### config.mk
export PLATFORM = sky130hd
export DESIGN_NAME = serial_subtractor_flat
export DESIGN_NICKNAME = d
export VERILOG_FILES = /design/src/rtl/serial_subtractor_if.sv /design/src/rtl/serial_subtractor.sv /design/src/flat_wrapper.sv
export SDC_FILE = /design/constraint.sdc
export NUM_CORES = 1
export LEC_CHECK = 0
export CORE_MARGIN = 2
export CORE_UTILIZATION = 50
export CTS_CLUSTER_DIAMETER = 100
export DETAILED_ROUTE_END_ITERATION = 8
export PLACE_DENSITY = 0.76
export SETUP_SLACK_MARGIN = 0.1
export SLEW_MARGIN = 20
export SYNTH_ARGS = -nofsm -noshare
export SYNTH_HDL_FRONTEND = slang
export SYNTH_SLANG_ARGS = --single-unit
### constraint.sdc
create_clock -name CLK -period 4.17 [get_ports CLK]
set_input_delay 0.834 -clock CLK [delete_from_list [all_inputs] [get_ports CLK]]
set_output_delay 0.834 -clock CLK [all_outputs]
set_load 0.005 [all_outputs]
### src/rtl/serial_subtractor_if.sv
// serial_subtractor_if: START/DONE handshake, operands and flagged result of the serial subtractor
interface serial_subtractor_if #(parameter int WIDTH = 8);
    logic             START;
    logic [WIDTH-1:0] A;
    logic [WIDTH-1:0] B;
    logic [WIDTH-1:0] D;
    logic             Bo;
    logic             Z;
    logic             V;
    logic             BUSY;
    logic             DONE;
    modport master (output START, A, B, input D, Bo, Z, V, BUSY, DONE);
    modport slave  (input START, A, B, output D, Bo, Z, V, BUSY, DONE);
endinterface

### src/rtl/serial_subtractor.sv
// serial_subtractor: bit-serial D = A - B, LSB first, one full-adder cell with carry preset to 1
// Result registers D/Bo/Z/V load only on the FIN-entry edge and hold otherwise.
module serial_subtractor #(parameter int WIDTH = 8) (
    input logic CLK,
    input logic RST_N,
    serial_subtractor_if.slave bus
);
    localparam int CW = $clog2(WIDTH);
    typedef enum logic [1:0] {IDLE, SHIFT, FIN} state_t;
    state_t           state_q, state_d;
    logic [WIDTH-1:0] sa_q, sa_d, sb_q, sb_d, sd_q, sd_d, d_q, d_d;
    logic [CW-1:0]    cnt_q, cnt_d;
    logic             c_q, c_d, am_q, am_d, bm_q, bm_d;
    logic             bo_q, bo_d, z_q, z_d, v_q, v_d;
    logic             s, cy, nb;
    logic [WIDTH-1:0] sd_nx;
    always_comb begin
        nb      = ~sb_q[0];
        s       = sa_q[0] ^ nb ^ c_q;
        cy      = (sa_q[0] & nb) | (sa_q[0] & c_q) | (nb & c_q);
        sd_nx   = {s, sd_q[WIDTH-1:1]};
        state_d = state_q;
        sa_d    = sa_q;
        sb_d    = sb_q;
        sd_d    = sd_q;
        cnt_d   = cnt_q;
        c_d     = c_q;
        am_d    = am_q;
        bm_d    = bm_q;
        d_d     = d_q;
        bo_d    = bo_q;
        z_d     = z_q;
        v_d     = v_q;
        case (state_q)
            IDLE: if (bus.START) begin
                sa_d    = bus.A;
                sb_d    = bus.B;
                am_d    = bus.A[WIDTH-1];
                bm_d    = bus.B[WIDTH-1];
                c_d     = 1'b1;
                cnt_d   = '0;
                sd_d    = '0;
                state_d = SHIFT;
            end
            SHIFT: begin
                c_d   = cy;
                sd_d  = sd_nx;
                sa_d  = sa_q >> 1;
                sb_d  = sb_q >> 1;
                cnt_d = cnt_q + 1'b1;
                if (cnt_q == CW'(WIDTH - 1)) begin
                    state_d = FIN;
                    d_d     = sd_nx;
                    bo_d    = ~cy;
                    z_d     = (sd_nx == '0);
                    // s is the result MSB on this last bit
                    v_d     = (am_q != bm_q) & (s != am_q);
                end
            end
            FIN:     state_d = IDLE;
            default: state_d = IDLE;
        endcase
    end
    always_ff @(posedge CLK or negedge RST_N) begin
        if (!RST_N) begin
            state_q <= IDLE;
            sa_q    <= '0;
            sb_q    <= '0;
            sd_q    <= '0;
            cnt_q   <= '0;
            c_q     <= 1'b0;
            am_q    <= 1'b0;
            bm_q    <= 1'b0;
            d_q     <= '0;
            bo_q    <= 1'b0;
            z_q     <= 1'b0;
            v_q     <= 1'b0;
        end else begin
            state_q <= state_d;
            sa_q    <= sa_d;
            sb_q    <= sb_d;
            sd_q    <= sd_d;
            cnt_q   <= cnt_d;
            c_q     <= c_d;
            am_q    <= am_d;
            bm_q    <= bm_d;
            d_q     <= d_d;
            bo_q    <= bo_d;
            z_q     <= z_d;
            v_q     <= v_d;
        end
    end
    assign bus.D    = d_q;
    assign bus.Bo   = bo_q;
    assign bus.Z    = z_q;
    assign bus.V    = v_q;
    assign bus.BUSY = (state_q == SHIFT);
    assign bus.DONE = (state_q == FIN);
endmodule
### src/flat_wrapper.sv
// flat-port wrapper written by rule: the top's interface ports become plain ports
module serial_subtractor_flat 
#(parameter int WIDTH = 8)
  (CLK, RST_N, bus_START, bus_A, bus_B, bus_D, bus_Bo, bus_Z, bus_V, bus_BUSY, bus_DONE);
  serial_subtractor_if #(.WIDTH(WIDTH)) bus_i ();
  input logic CLK;
  input logic RST_N;
  input wire logic [$bits(bus_i.START)-1:0] bus_START;
  input wire logic [$bits(bus_i.A)-1:0] bus_A;
  input wire logic [$bits(bus_i.B)-1:0] bus_B;
  output wire logic [$bits(bus_i.D)-1:0] bus_D;
  output wire logic [$bits(bus_i.Bo)-1:0] bus_Bo;
  output wire logic [$bits(bus_i.Z)-1:0] bus_Z;
  output wire logic [$bits(bus_i.V)-1:0] bus_V;
  output wire logic [$bits(bus_i.BUSY)-1:0] bus_BUSY;
  output wire logic [$bits(bus_i.DONE)-1:0] bus_DONE;
  assign bus_i.START = bus_START;
  assign bus_i.A = bus_A;
  assign bus_i.B = bus_B;
  assign bus_D = bus_i.D;
  assign bus_Bo = bus_i.Bo;
  assign bus_Z = bus_i.Z;
  assign bus_V = bus_i.V;
  assign bus_BUSY = bus_i.BUSY;
  assign bus_DONE = bus_i.DONE;
  serial_subtractor #(.WIDTH(WIDTH)) u_core (.CLK(CLK), .RST_N(RST_N), .bus(bus_i));
endmodule
==> metrics, run 1 <==
Root Driver clkbuf_4; P_leak 1.05 nW; DRC viols 0; latest clock arrival within the worst-skew pair 0.35 ns; final setup fails 0; fill cell count 268; worst-margin pin slew 0.903 ns; Avg WL per Cell 13.8 um; Primary FF master, synth dfrtp_1; post-CTS sizing 0; final setup margin 1.31 ns; Iter 0 DRT Violations 59; Tot Pwr 1.54 mW; Inserted Clock Buffers 5; via density per instance 5.23; CP Launch Type flop; I/O pin count 32; Synth top area share 58.3%; Initial Util 53.2%; first-pass GRT wire length 5410 um; Rows 21; post-route ant nets 0; synthesis warning total 0; largest net degree at the start of global routing 43; RePlAce Congestion 0.724; cts hold-fix bufs 0; synthesized area 1800 um2; status complete, no violations; fin util 64.6%; Congestion Overflow GR 0; synth top area cells dfrtp_1 58%, mux2i_1 7.2%, mux2_2 6.9%; WL met3 92 um; die area 4100 um2; crit path kind reg2out; Critical Path, Cell by Cell nor2b_4 > buf_4 > clkdlybuf4s50_1; Synthesized Nets 164; highest clock rate 0.350 GHz; Setup WS pre-CTS 1.71 ns; Sink Count 42; Distinct cells, synth 24; TNS Setup 0 ns; Slew HR 39.8%; Post-CTS Setup Repair Bufs 0; Seq cells post-synth 42; Highest Signal Layer met4; Max Cap Violations 0; Die X 64.0 um; reg-to-reg startpoint u_core.state_q[0]; crit path max fanout 25; CP Buf/Inv Count 2; syn avg cell area 12.7 um2; Total Routing Usage GR 17.3%; Worst Hold Class reg2reg; routed vias 1151; RSZ-0062 raised after global routing no; Hold Crit Start u_core.sa_q[2]; top-count cell post-synth dfrtp_1; initial antenna violation count 0; clock period minus final worst setup slack 2.86 ns; CTS tree built; area leader, netlist dfrtp_1; WL met1 1450 um; cells after synthesis 142; slowest CP cell clkdlybuf4s50_1; htree depth 2; required time of the critical path 3.34 ns; dpl hpwl 2050 um; CTS clk-pin slew, worst paths 0.11 ns; Post-synth EDFFs 0; area grow syn2layout 21.6%; Final Max Slew Viols 0; VDD IR-drop max 299 uV; top cell family by delay on the critical path buffers and inverters; Ant. Diodes 0; Data arrival, critical path 2.02 ns; router iterations before antenna repair 4; Crit path largest cell delay 0.57 ns; post-synthesis sequential area ratio 58.3%; layout cells sized above 1 14.9%; input/output buffers 31; Total Wirelength 3030 um; Max clock buf depth 2; Die Ht 64.0 um; Nets 195; asr flop ratio synth 100%; Routed met2 length 1430 um; Final period util 68.5%; Synth top cells by count 42 x dfrtp_1, 18 x nand2_1, 13 x mux2i_1; Final Hold Fails 0; skew final 0.00699 ns; power density cells 703 nW/um2; Core Area 3390 um2; Worst Setup SP u_core.state_q[0]; vias in the first global route 1154; crit end category output port
-- final timing paths --
path	to	slack, ns	cells after the start
min reg2reg	u_core.sa_q[2]	0.50	2
min	u_core.sa_q[2]	0.50	2
max in group asynchronous	u_core.bus.D[3]	3.00	1
max reg2reg	u_core.sb_q[0]	2.60	4
min in group asynchronous	u_core.sa_q[3]	0.61	1
max	bus_BUSY	1.31	3
-- logic make-up after synthesis --
family	after synthesis	share of synthesized area, %
flip-flops	42	58.3
AO/OA/AOI/OAI	33	11.7
AND/OR/NAND/NOR	27	8.54
multiplexers	24	14.1
buffers and inverters	13	4.79
adder cells (fa/ha/maj)	3	2.50
-- worst register-to-register path, stage by stage, from the launching register on --
cell and delay, ns:
dfrtp_1 0.56, nor2b_4 0.21, buf_4 0.34, mux2i_1 0.27, o21ai_1 0.08
-- where the power goes --
group / leakage (nW) / switching, mW / total [mW] / internal, mW
registers: 0.533 / 0.116 / 0.697 / 0.581
clock network: 0.0446 / 0.121 / 0.236 / 0.115
logic: 0.470 / 0.265 / 0.608 / 0.343
total: 1.05 / 0.501 / 1.54 / 1.04
-- flip-flops by register name, summed over array words and instances, names as in the netlist --
name and flops:
u_core.am_q 1, u_core.sa_q 8, u_core.bus.Z 1, u_core.bus.Bo 1
u_core.cnt_q 3, u_core.bm_q 1, u_core.c_q 1, u_core.bus.V 1
u_core.bus.D 8, u_core.sb_q 8, u_core.state_q 2, u_core.sd_q 7
-- cell usage in the layout, fill, tap and decap left out, types with 2 or more instances in the layout --
cell / count
a21oi_1: 3
a22o_1: 11
o21ai_0: 9
nand2_1: 18
clkdlybuf4s50_1: 30
inv_1: 4
o21ai_1: 8
nor4_1: 2
and3b_1: 2
clkbuf_4: 5
clkbuf_8: 3
dfrtp_1: 42
mux2_2: 11
mux2i_1: 13
buf_4: 2
ha_1: 2
-- metal layers --
layer / vias up / track usage (%)
li1: 559 / -
met1: 572 / 23.0
met2: 14 / 26.6
met3: 6 / 3.87
met4: 0 / 8.97
met5: - / 0
-- area by class of cell --
type                    instances  area [um2]  share of cell area [%]
well taps                      46        57.6                    2.63
clock buffers                   8        78.8                    3.60
multi-input cells              87         668                    30.5
flip-flops and latches         42        1050                    48.0
inverters                       4        15.0                   0.685
repair buffers                 33         320                    14.6
-- per-stage QoR --
stage	instance area, um2	hold WS, ns	cells
after CTS	2190	0.503	220
final	2190	0.499	220
after global placement	2110	0.466	212
after floorplan	1800	0.450	142
after detailed placement	2110	0.475	212
after global routing	2190	0.533	220
No activity file was read; power rests on OpenSTA's default activity.
==> run 2: changes to the inputs <==
- clock period: 4.17 -> 2.9 ns (I/O delays scaled with it)
==> run 2 against run 1 <==
  * First-iteration DRC count down 29%
  * Routed wire length grew 3.0%
  * Combinational power rose by 43%
  * Sequential power is 43% higher
  * Sequential cell count is the same
  * Core utilization is 0.96 points higher
  * Critical path depth decreased by 1
  * Highest routed layer unchanged
==> metrics, run 2 (synthesis results as in run 1) <==
R2R depth 4 (unchanged); Setup WS pre-CTS 0.978 ns (-0.727 ns); htree depth 2 (unchanged); TNS Setup 0 ns (unchanged); required time of the critical path 2.32 ns (-1.02 ns); Root Driver clkbuf_4; CP Launch Type flop; layout cells sized above 1 14.9% (unchanged); Core Area 3390 um2 (unchanged); commonest non-fill, non-tap cell in the layout dfrtp_1; Final period util 76.3%; I/O pin count 32 (unchanged); Max Cap Violations 0 (unchanged); Slew HR 40.0% (+0.18 points); Crit path largest cell delay 0.55 ns (-0.02 ns); RSZ-0062 raised after global routing no; RePlAce Congestion 0.675 (-6.6%); P_leak 1.06 nW (+1.3%); Data arrival, critical path 1.63 ns (-0.39 ns); final setup fails 0 (unchanged); Sink Count 42 (unchanged); highest clock rate 0.452 GHz; clock period minus final worst setup slack 2.21 ns; CP Buf/Inv Count 1 (-1); via density per instance 5.35 (+2.2%); reg-to-reg startpoint u_core.state_q[0]; vias in the first global route 1170 (+1.4%); largest net degree at the start of global routing 43 (unchanged); CTS clk-pin slew, worst paths 0.12 ns (about the same); crit path max fanout 8 (-68%); post-CTS sizing 0 (unchanged); CTS tree built; slowest CP cell dfrtp_1; crit path kind reg2out; Cell Area, Placed 2110 um2 (unchanged); Tot Pwr 2.35 mW (+52%); Iter 0 DRT Violations 42 (-29%); Max clock buf depth 2 (unchanged); dpl hpwl 2110 um (+3.3%); DRC viols 0 (unchanged); latest clock arrival within the worst-skew pair 0.35 ns (about the same); final setup margin 0.686 ns (-0.625 ns); Die X 64.0 um (unchanged); router iterations before antenna repair 4 (unchanged); crit end category output port; worst-margin pin slew 0.900 ns (-0.00272 ns); Nets 195 (unchanged); input/output buffers 31 (unchanged); top cell family by delay on the critical path flip-flops; routed vias 1176 (+2.2%); die area 4100 um2 (unchanged); VDD IR-drop max 539 uV (+80%); Total Routing Usage GR 17.9% (+0.56 points); Rows 21 (unchanged); Critical Path, Cell by Cell nor2b_4 > clkdlybuf4s50_1; Design Area, Final 2220 um2 (+1.5%); initial antenna violation count 0 (unchanged); Total Wirelength 3120 um (+3.0%); Inserted Clock Buffers 5 (unchanged); Final Max Slew Viols 0 (unchanged); Worst Hold Class in2async; Die Ht 64.0 um (unchanged); cts hold-fix bufs 0 (unchanged); FF-to-FF setup slack 1.33 ns (-1.27 ns); Post-CTS Setup Repair Bufs 0 (unchanged); FF-to-FF End u_core.sb_q[6]; most frequent cells in the layout 42 x dfrtp_1, 30 x clkdlybuf4s50_1, 18 x nand2_1, 13 x mux2i_1; Final Hold Fails 0 (unchanged); area grow syn2layout 23.4%; Ant. Diodes 0 (unchanged); Congestion Overflow GR 0 (unchanged); Avg WL per Cell 14.2 um (+3.0%); skew final 0.00967 ns (+0.00268 ns); Initial Util 53.2% (unchanged); power density cells 1060 nW/um2 (+50%); post-route ant nets 0 (unchanged); first-pass GRT wire length 5540 um (+2.4%); worst hold slack 0.344 ns (-0.155 ns); status complete, no violations
-- run 2: changes by cell type in the layout (fill, tap and decap cells not counted) --
cell	delta
bufinv_16	+2
clkbuf_8	-2
-- run 2: report_power, final --
part	switching, mW	internal (mW)	leakage [nW]
clock	0.185	0.292	0.0585
combinational	0.374	0.492	0.470
sequential	0.167	0.835	0.533
total	0.727	1.62	1.06
-- run 2: area by class of cell --
type                       instances  area (um2)
tap                               46        57.6
inverter                           4        15.0
clock inverter                     2        60.1
timing repair buffer              33         320
clock buffer                       6        51.3
multi-input combinational         87         668
sequential                        42        1050
fill                             264        1170
-- run 2: worst max path at each step --
stage	from	end	slack [ns]	depth (start not counted)
after global placement	bus_START	u_core.am_q	1.04	3
final	u_core.state_q[0]	bus_BUSY	0.69	2
after CTS	u_core.state_q[0]	bus_BUSY	0.65	2
after floorplan	u_core.state_q[0]	bus_BUSY	1.41	4
after global routing	u_core.state_q[0]	bus_BUSY	0.60	2
after detailed placement	bus_START	u_core.bm_q	0.98	3
-- run 2: through the flow --
stage,util (%),cells
finish,65.6,220
global route,65.6,220
CTS,65.6,220
detailed placement,62.3,212
global placement,62.3,212
floorplan,-,142
-- run 2: per-layer routing --
layer  GRT usage, %  share of wire [%]  vias to the layer above
met5              0                  0                        -
met3           5.46                4.1                        7
li1               -                  -                      562
met4           7.34                1.6                        0
met2           29.4                 51                       21
met1           21.9                 44                      586
